[config.mk]
export PLATFORM = sky130hd
export DESIGN_NAME = keypad_debouncer
export DESIGN_NICKNAME = d
export VERILOG_FILES = /design/src/rtl/keypad_pkg.sv /design/src/rtl/keypad_debouncer_channel.sv /design/src/rtl/keypad_debouncer.sv
export SDC_FILE = /design/constraint.sdc
export NUM_CORES = 1
export LEC_CHECK = 0
export CAP_MARGIN = 30
export CORE_ASPECT_RATIO = 1.75
export CORE_UTILIZATION = 47
export CTS_CLUSTER_SIZE = 30
export DETAILED_ROUTE_END_ITERATION = 6
export GPL_TIMING_DRIVEN = 0
export PLACE_DENSITY = 0.73
export SYNTH_ARGS = -nofsm -noshare
export SYNTH_HDL_FRONTEND = slang
export SYNTH_HIERARCHICAL = 1
export SYNTH_SLANG_ARGS = --single-unit
[constraint.sdc]
create_clock -name clk -period 0.9 [get_ports clk]
set_input_delay 0.135 -clock clk [delete_from_list [all_inputs] [get_ports clk]]
set_output_delay 0.135 -clock clk [all_outputs]
set_load 0.05 [all_outputs]
[src/rtl/keypad_pkg.sv]
// Shared types and width helpers for the keypad debouncer.
// Optional auto-repeat is enabled with the KEYPAD_AUTOREPEAT_EN macro.
package keypad_pkg;

    typedef enum logic [1:0] {
        RELEASED,
        PRESS_CHK,
        PRESSED,
        REL_CHK
    } deb_state_t;

    localparam int MIN_WIDTH = 1;

    // Width of a counter that must hold the value 'cycles'.
    function automatic int cnt_width(input int cycles);
        return (cycles < 1) ? MIN_WIDTH : $clog2(cycles + 1);
    endfunction

    // Width of a channel index; never narrower than one bit.
    function automatic int idx_width(input int num_ch);
        return (num_ch < 2) ? MIN_WIDTH : $clog2(num_ch);
    endfunction

endpackage

[src/rtl/keypad_debouncer_channel.sv]
// One key line: synchroniser, stable-count debounce FSM and registered pulses.
// KEYPAD_AUTOREPEAT_EN adds a repeat timer that re-fires press_pulse while held.
module debounce_channel
    import keypad_pkg::*;
#(
    parameter int SYNC_STAGES     = 2,
    parameter int DEBOUNCE_CYCLES = 4
`ifdef KEYPAD_AUTOREPEAT_EN
    ,
    parameter int REPEAT_DELAY    = 32,
    parameter int REPEAT_PERIOD   = 8
`endif
) (
    input  logic clk,
    input  logic rst,
    input  logic en,
    input  logic row,
    output logic press_pulse,
    output logic release_pulse,
    output logic held
);

    localparam int CW = cnt_width(DEBOUNCE_CYCLES);
    localparam logic [CW-1:0] CNT_LAST = CW'(DEBOUNCE_CYCLES - 1);

    logic [SYNC_STAGES-1:0] sync;
    logic                   s;
    deb_state_t             state, state_d;
    logic [CW-1:0]          cnt, cnt_d;
    logic                   press_d, release_d, held_d;

    always_ff @(posedge clk) begin
        if (rst) sync <= '0;
        else     sync <= {sync[SYNC_STAGES-2:0], row};
    end

    assign s = sync[SYNC_STAGES-1];

    // The sample that leaves a settled state already counts as the first of the run.
    always_comb begin
        state_d   = state;
        cnt_d     = '0;
        press_d   = 1'b0;
        release_d = 1'b0;
        held_d    = held;
        if (!en) begin
            state_d = RELEASED;
            held_d  = 1'b0;
        end else begin
            case (state)
                RELEASED: if (s) begin
                    if (DEBOUNCE_CYCLES == 1) begin
                        state_d = PRESSED;
                        press_d = 1'b1;
                        held_d  = 1'b1;
                    end else begin
                        state_d = PRESS_CHK;
                        cnt_d   = CW'(1);
                    end
                end
                PRESS_CHK: if (!s) begin
                    state_d = RELEASED;
                end else if (cnt == CNT_LAST) begin
                    state_d = PRESSED;
                    press_d = 1'b1;
                    held_d  = 1'b1;
                end else begin
                    cnt_d = cnt + 1'b1;
                end
                PRESSED: if (!s) begin
                    if (DEBOUNCE_CYCLES == 1) begin
                        state_d   = RELEASED;
                        release_d = 1'b1;
                        held_d    = 1'b0;
                    end else begin
                        state_d = REL_CHK;
                        cnt_d   = CW'(1);
                    end
                end
                REL_CHK: if (s) begin
                    state_d = PRESSED;
                end else if (cnt == CNT_LAST) begin
                    state_d   = RELEASED;
                    release_d = 1'b1;
                    held_d    = 1'b0;
                end else begin
                    cnt_d = cnt + 1'b1;
                end
                default: state_d = RELEASED;
            endcase
        end
    end

`ifdef KEYPAD_AUTOREPEAT_EN
    localparam int TW = cnt_width(REPEAT_DELAY);
    localparam logic [TW-1:0] T_LAST   = TW'(REPEAT_DELAY - 1);
    localparam logic [TW-1:0] T_RELOAD = TW'(REPEAT_DELAY - REPEAT_PERIOD);

    logic [TW-1:0] timer, timer_d;
    logic          repeat_fire;

    // Timer runs only while settled in PRESSED; a bounce through REL_CHK freezes it.
    always_comb begin
        timer_d     = timer;
        repeat_fire = 1'b0;
        if (!en || state_d == RELEASED) begin
            timer_d = '0;
        end else if (state == PRESSED && state_d == PRESSED) begin
            if (timer == T_LAST) begin
                repeat_fire = 1'b1;
                timer_d     = T_RELOAD;
            end else begin
                timer_d = timer + 1'b1;
            end
        end else if (state_d == PRESSED && state != REL_CHK) begin
            timer_d = '0;
        end
    end

    always_ff @(posedge clk) begin
        if (rst) timer <= '0;
        else     timer <= timer_d;
    end
`else
    logic repeat_fire;
    assign repeat_fire = 1'b0;
`endif

    always_ff @(posedge clk) begin
        if (rst) begin
            state         <= RELEASED;
            cnt           <= '0;
            press_pulse   <= 1'b0;
            release_pulse <= 1'b0;
            held          <= 1'b0;
        end else begin
            state         <= state_d;
            cnt           <= cnt_d;
            press_pulse   <= press_d | repeat_fire;
            release_pulse <= release_d;
            held          <= held_d;
        end
    end

endmodule

[src/rtl/keypad_debouncer.sv]
// NUM_CH debounced key lines with press/release pulses and a lowest-index key code.
// Define KEYPAD_AUTOREPEAT_EN to enable auto-repeat press pulses while a key is held.
module keypad_debouncer
    import keypad_pkg::*;
#(
    parameter int NUM_CH          = 4,
    parameter int SYNC_STAGES     = 2,
    parameter int DEBOUNCE_CYCLES = 4,
    parameter int REPEAT_DELAY    = 32,
    parameter int REPEAT_PERIOD   = 8
) (
    input  logic                          clk,
    input  logic                          rst,
    input  logic                          en,
    input  logic [NUM_CH-1:0]             row,
    output logic [NUM_CH-1:0]             press_pulse,
    output logic [NUM_CH-1:0]             release_pulse,
    output logic [NUM_CH-1:0]             held,
    output logic                          key_valid,
    output logic [idx_width(NUM_CH)-1:0]  key_idx
);

    localparam int IW = idx_width(NUM_CH);

    for (genvar i = 0; i < NUM_CH; i++) begin : g_ch
        debounce_channel #(
            .SYNC_STAGES     (SYNC_STAGES),
            .DEBOUNCE_CYCLES (DEBOUNCE_CYCLES)
`ifdef KEYPAD_AUTOREPEAT_EN
            ,
            .REPEAT_DELAY    (REPEAT_DELAY),
            .REPEAT_PERIOD   (REPEAT_PERIOD)
`endif
        ) u_ch (
            .clk           (clk),
            .rst           (rst),
            .en            (en),
            .row           (row[i]),
            .press_pulse   (press_pulse[i]),
            .release_pulse (release_pulse[i]),
            .held          (held[i])
        );
    end

    // Scan from the top so the lowest pressed index wins.
    always_comb begin
        key_idx = '0;
        for (int i = NUM_CH - 1; i >= 0; i--) begin
            if (press_pulse[i]) key_idx = IW'(i);
        end
    end

    assign key_valid = |press_pulse;

endmodule

==> flow_summary.ini <==
[outcome]
status = finished, violations left
violations = negative setup slack

[worst_setup_path]
critPathRequiredTime_ns = 0.76
arrival_ns = 1.08
crit_path_top_delay_cell = dfxtp_4
path_cells = nand2b_4, a21oi_4, buf_6
critical-path-top-delay-family = flip-flops
crit_buf_inv = 1
r2r_cells = 4
rrSetupSlack_ns = -0.27
critical_path.max_fanout = 3
cp-start-kind = flip-flop
timing.rr.end = g_ch[2].u_ch/held
setup.worst_path.end_class = output pin
regToRegStartpoint = g_ch[2].u_ch/cnt[0]
path_class = reg2out
cp_slowest_stage_delay_ns = 0.36

[route]
drt_iter0_drc = 29
drtPass1Iterations = 4
drt-total-wl_um = 3710
ant_nets = 0
wire_per_inst_um = 15.5
dr_total_vias = 1271
vias_per_cell = 5.32
route.detailed.drc = 0

[timing]
worst_pin_slew_ns = 0.366
slew_headroom_pct = 75.6
rsz0062_at_grt = true
finalCritPeriodShare_pct = 135
maxSlewViolCount = 0
layout_setup_ws_ns = -0.311
finalHoldViolCount = 0
max_clock_freq_mhz = 826
hold_slack_ns = 0.253
finalSetupTns_ns = -5.23
skew_ns = 0.00522
setup_viol_count_final = 43
min_period_ns = 1.21

[layout]
areaGrowthSynthToFinish_pct = 66.3
fillerInstances = 156
final_nets = 207
antenna_cells = 0
drive_gt1_share_pct = 63.5

[hold_path]
holdPathStages = 3
hold_end = g_ch[1].u_ch/release_pulse
hp-start = en
min_path_type = in2reg

[place]
dp_hpwl_um = 2070
post-place-ws_ns = -0.727
numPortBuffers = 21
place_congestion = 0.730

[pwr]
p_comb_share_pct = 4.6
switching_share_pct = 22.3
power.density_nw_per_um2 = 1230
p_seq_share_pct = 58.6
power.clock.fraction_pct = 36.8
peakVddDrop_v = 0.00124
p_leak_nw = 0.905
p_int_mw = 2.36
switchingPower_uw = 679

[yosys]
synth-seq-cells = 40
syn_area_um2 = 1490
synth_cell_type_count = 19
synth.net_count = 158
avgSynthCellArea_um2 = 10.1
postSynthCellCount = 147
ys_warn_count = 6
seq_area_frac_synth_pct = 53.7

[floorplan]
die_x_um = 44.6
start_util_pct = 50.4
pin_count = 22
fp-row-count = 26
die_h_um = 76.5
die_area_um2 = 3410
core_area_um2 = 2960

[clock_network]
clk_pin_slew_ns = 0.07
htree_levels = 2
cts_tree = built
cts.sinks = 40
clk_latency_ns = 0.29
clockBufferDepth = 2
hold_buffers = 0
cts_buffers = 5
root_buffer = clkbuf_8

[global_routing]
first_global_vias = 1243
grt_max_degree = 17
antenna_found_initial = 0
grtUsageTotal_pct = 21.0
grt_pass1_wl_um = 5460
grt_overflow = 0

[job]
maxCapViolations = 0
## flip-flops by register name (all words and copies together) (netlist names), named ones only
name                     cells
g_ch.u_ch/release_pulse      4
g_ch.u_ch/state              4
g_ch.u_ch/held               4
g_ch.u_ch/press_pulse        4
g_ch.u_ch/cnt               12
g_ch.u_ch/sync               8
## per-layer routing
metal	GRT usage, %	routed length, µm
met5	0	0
met4	10.9	75
met3	5.21	88
met2	34.7	2150
met1	23.8	1400
## area by class of cell
class                           instances  area, µm²  area share, %
Clock buffer                            7       76.3           3.08
Clock inverter                          1       3.75          0.151
Inverter                                5       18.8          0.757
Multi-Input combinational cell        102       1010           40.9
Sequential cell                        40        867           35.0
Tap cell                               42       52.6           2.12
Timing Repair Buffer                   42        447           18.0
## cell usage after synthesis
master,n,area (µm²)
dfxtp_1,40,801
nand2b_1,21,131
nor2_1,10,37.5
nand2_1,9,33.8
a21oi_1,8,40.0
nor2b_1,8,50.1
a21oi_2,5,43.8
inv_1,5,18.8
a21boi_1,4,30.0
and2_1,4,25.0
and3b_1,4,35.0
and4_1,4,35.0
and4b_1,4,40.0
ha_1,4,50.1
nand3_1,4,20.0
nand3b_1,4,30.0
o2111ai_1,4,35.0
o31ai_1,4,30.0
nor3_1,1,5.00
## worst register-to-register path, stage by stage (launching register included)
cell,delay [ns]
dfxtp_4,0.36
ha_4,0.15
nand3b_1,0.13
o2111ai_1,0.29
o31ai_2,0.12
## how the worst max path moves through the flow
| stage | startpoint | depth (start not counted) | to |
|---|---|---|---|
| 6_report | g_ch[2].u_ch/press_pulse | 3 | key_idx[0] |
| 5_1_grt | g_ch[2].u_ch/press_pulse | 3 | key_idx[0] |
| 4_1_cts | g_ch[2].u_ch/press_pulse | 3 | key_idx[0] |
| 3_5_place_dp | rst | 4 | g_ch[0].u_ch/cnt[2] |
| 3_3_place_gp | rst | 4 | g_ch[0].u_ch/cnt[2] |
| 2_1_floorplan | g_ch[2].u_ch/press_pulse | 2 | key_idx[1] |
## power groups by stage
stage / Combinational, mW / Sequential, mW / Clock, mW
after detailed placement: 0.0948 / 1.84 / 0
final: 0.140 / 1.78 / 1.12
after global routing: 0.151 / 1.79 / 1.22
after CTS: 0.117 / 1.79 / 1.15
after floorplan: 0.0456 / 1.83 / 0
after global placement: 0.0887 / 1.83 / 0
## cell usage in the layout (no fill, tap or decap), drive strengths merged, types with 5 or more instances in the layout
| cell type | n |
|---|---|
| dfxtp | 40 |
| nand2 | 9 |
| a21oi | 13 |
| nor2 | 10 |
| inv | 5 |
| nand2b | 21 |
| buf | 37 |
| clkbuf | 7 |
| nor2b | 8 |
## cell families (layout without fill, tap and decap cells)
| logic type | Yosys count | after routing | share of synthesized area (%) |
|---|---|---|---|
| AOI/OAI and AO/OA | 25 | 25 | 12.0 |
| adders and majority gates | 4 | 4 | 3.36 |
| buffers and inverters | 5 | 55 | 1.26 |
| DFF | 40 | 40 | 53.7 |
| and+or+nand+nor | 73 | 73 | 29.7 |
## through the flow
step	util (%)	power, mW	instance area, µm²	instances
2_1_floorplan	-	1.88	1590	147
6_report	83.8	3.04	2480	239
3_5_place_dp	62.6	1.93	1850	210
5_1_grt	83.8	3.15	2480	239
4_1_cts	75.8	3.05	2240	227
3_3_place_gp	62.6	1.92	1850	210
## timing repair
| action | in CTS | in global routing |
|---|---|---|
| setup buffers | 9 | 13 |
| endpoints found under the setup margin | 47 | 47 |
| gates resized for setup | 171 | 40 |
| endpoints found under the hold margin | 0 | 0 |
| pin swaps | 21 | 24 |
Note: power is estimated with default switching activity, not from simulation.
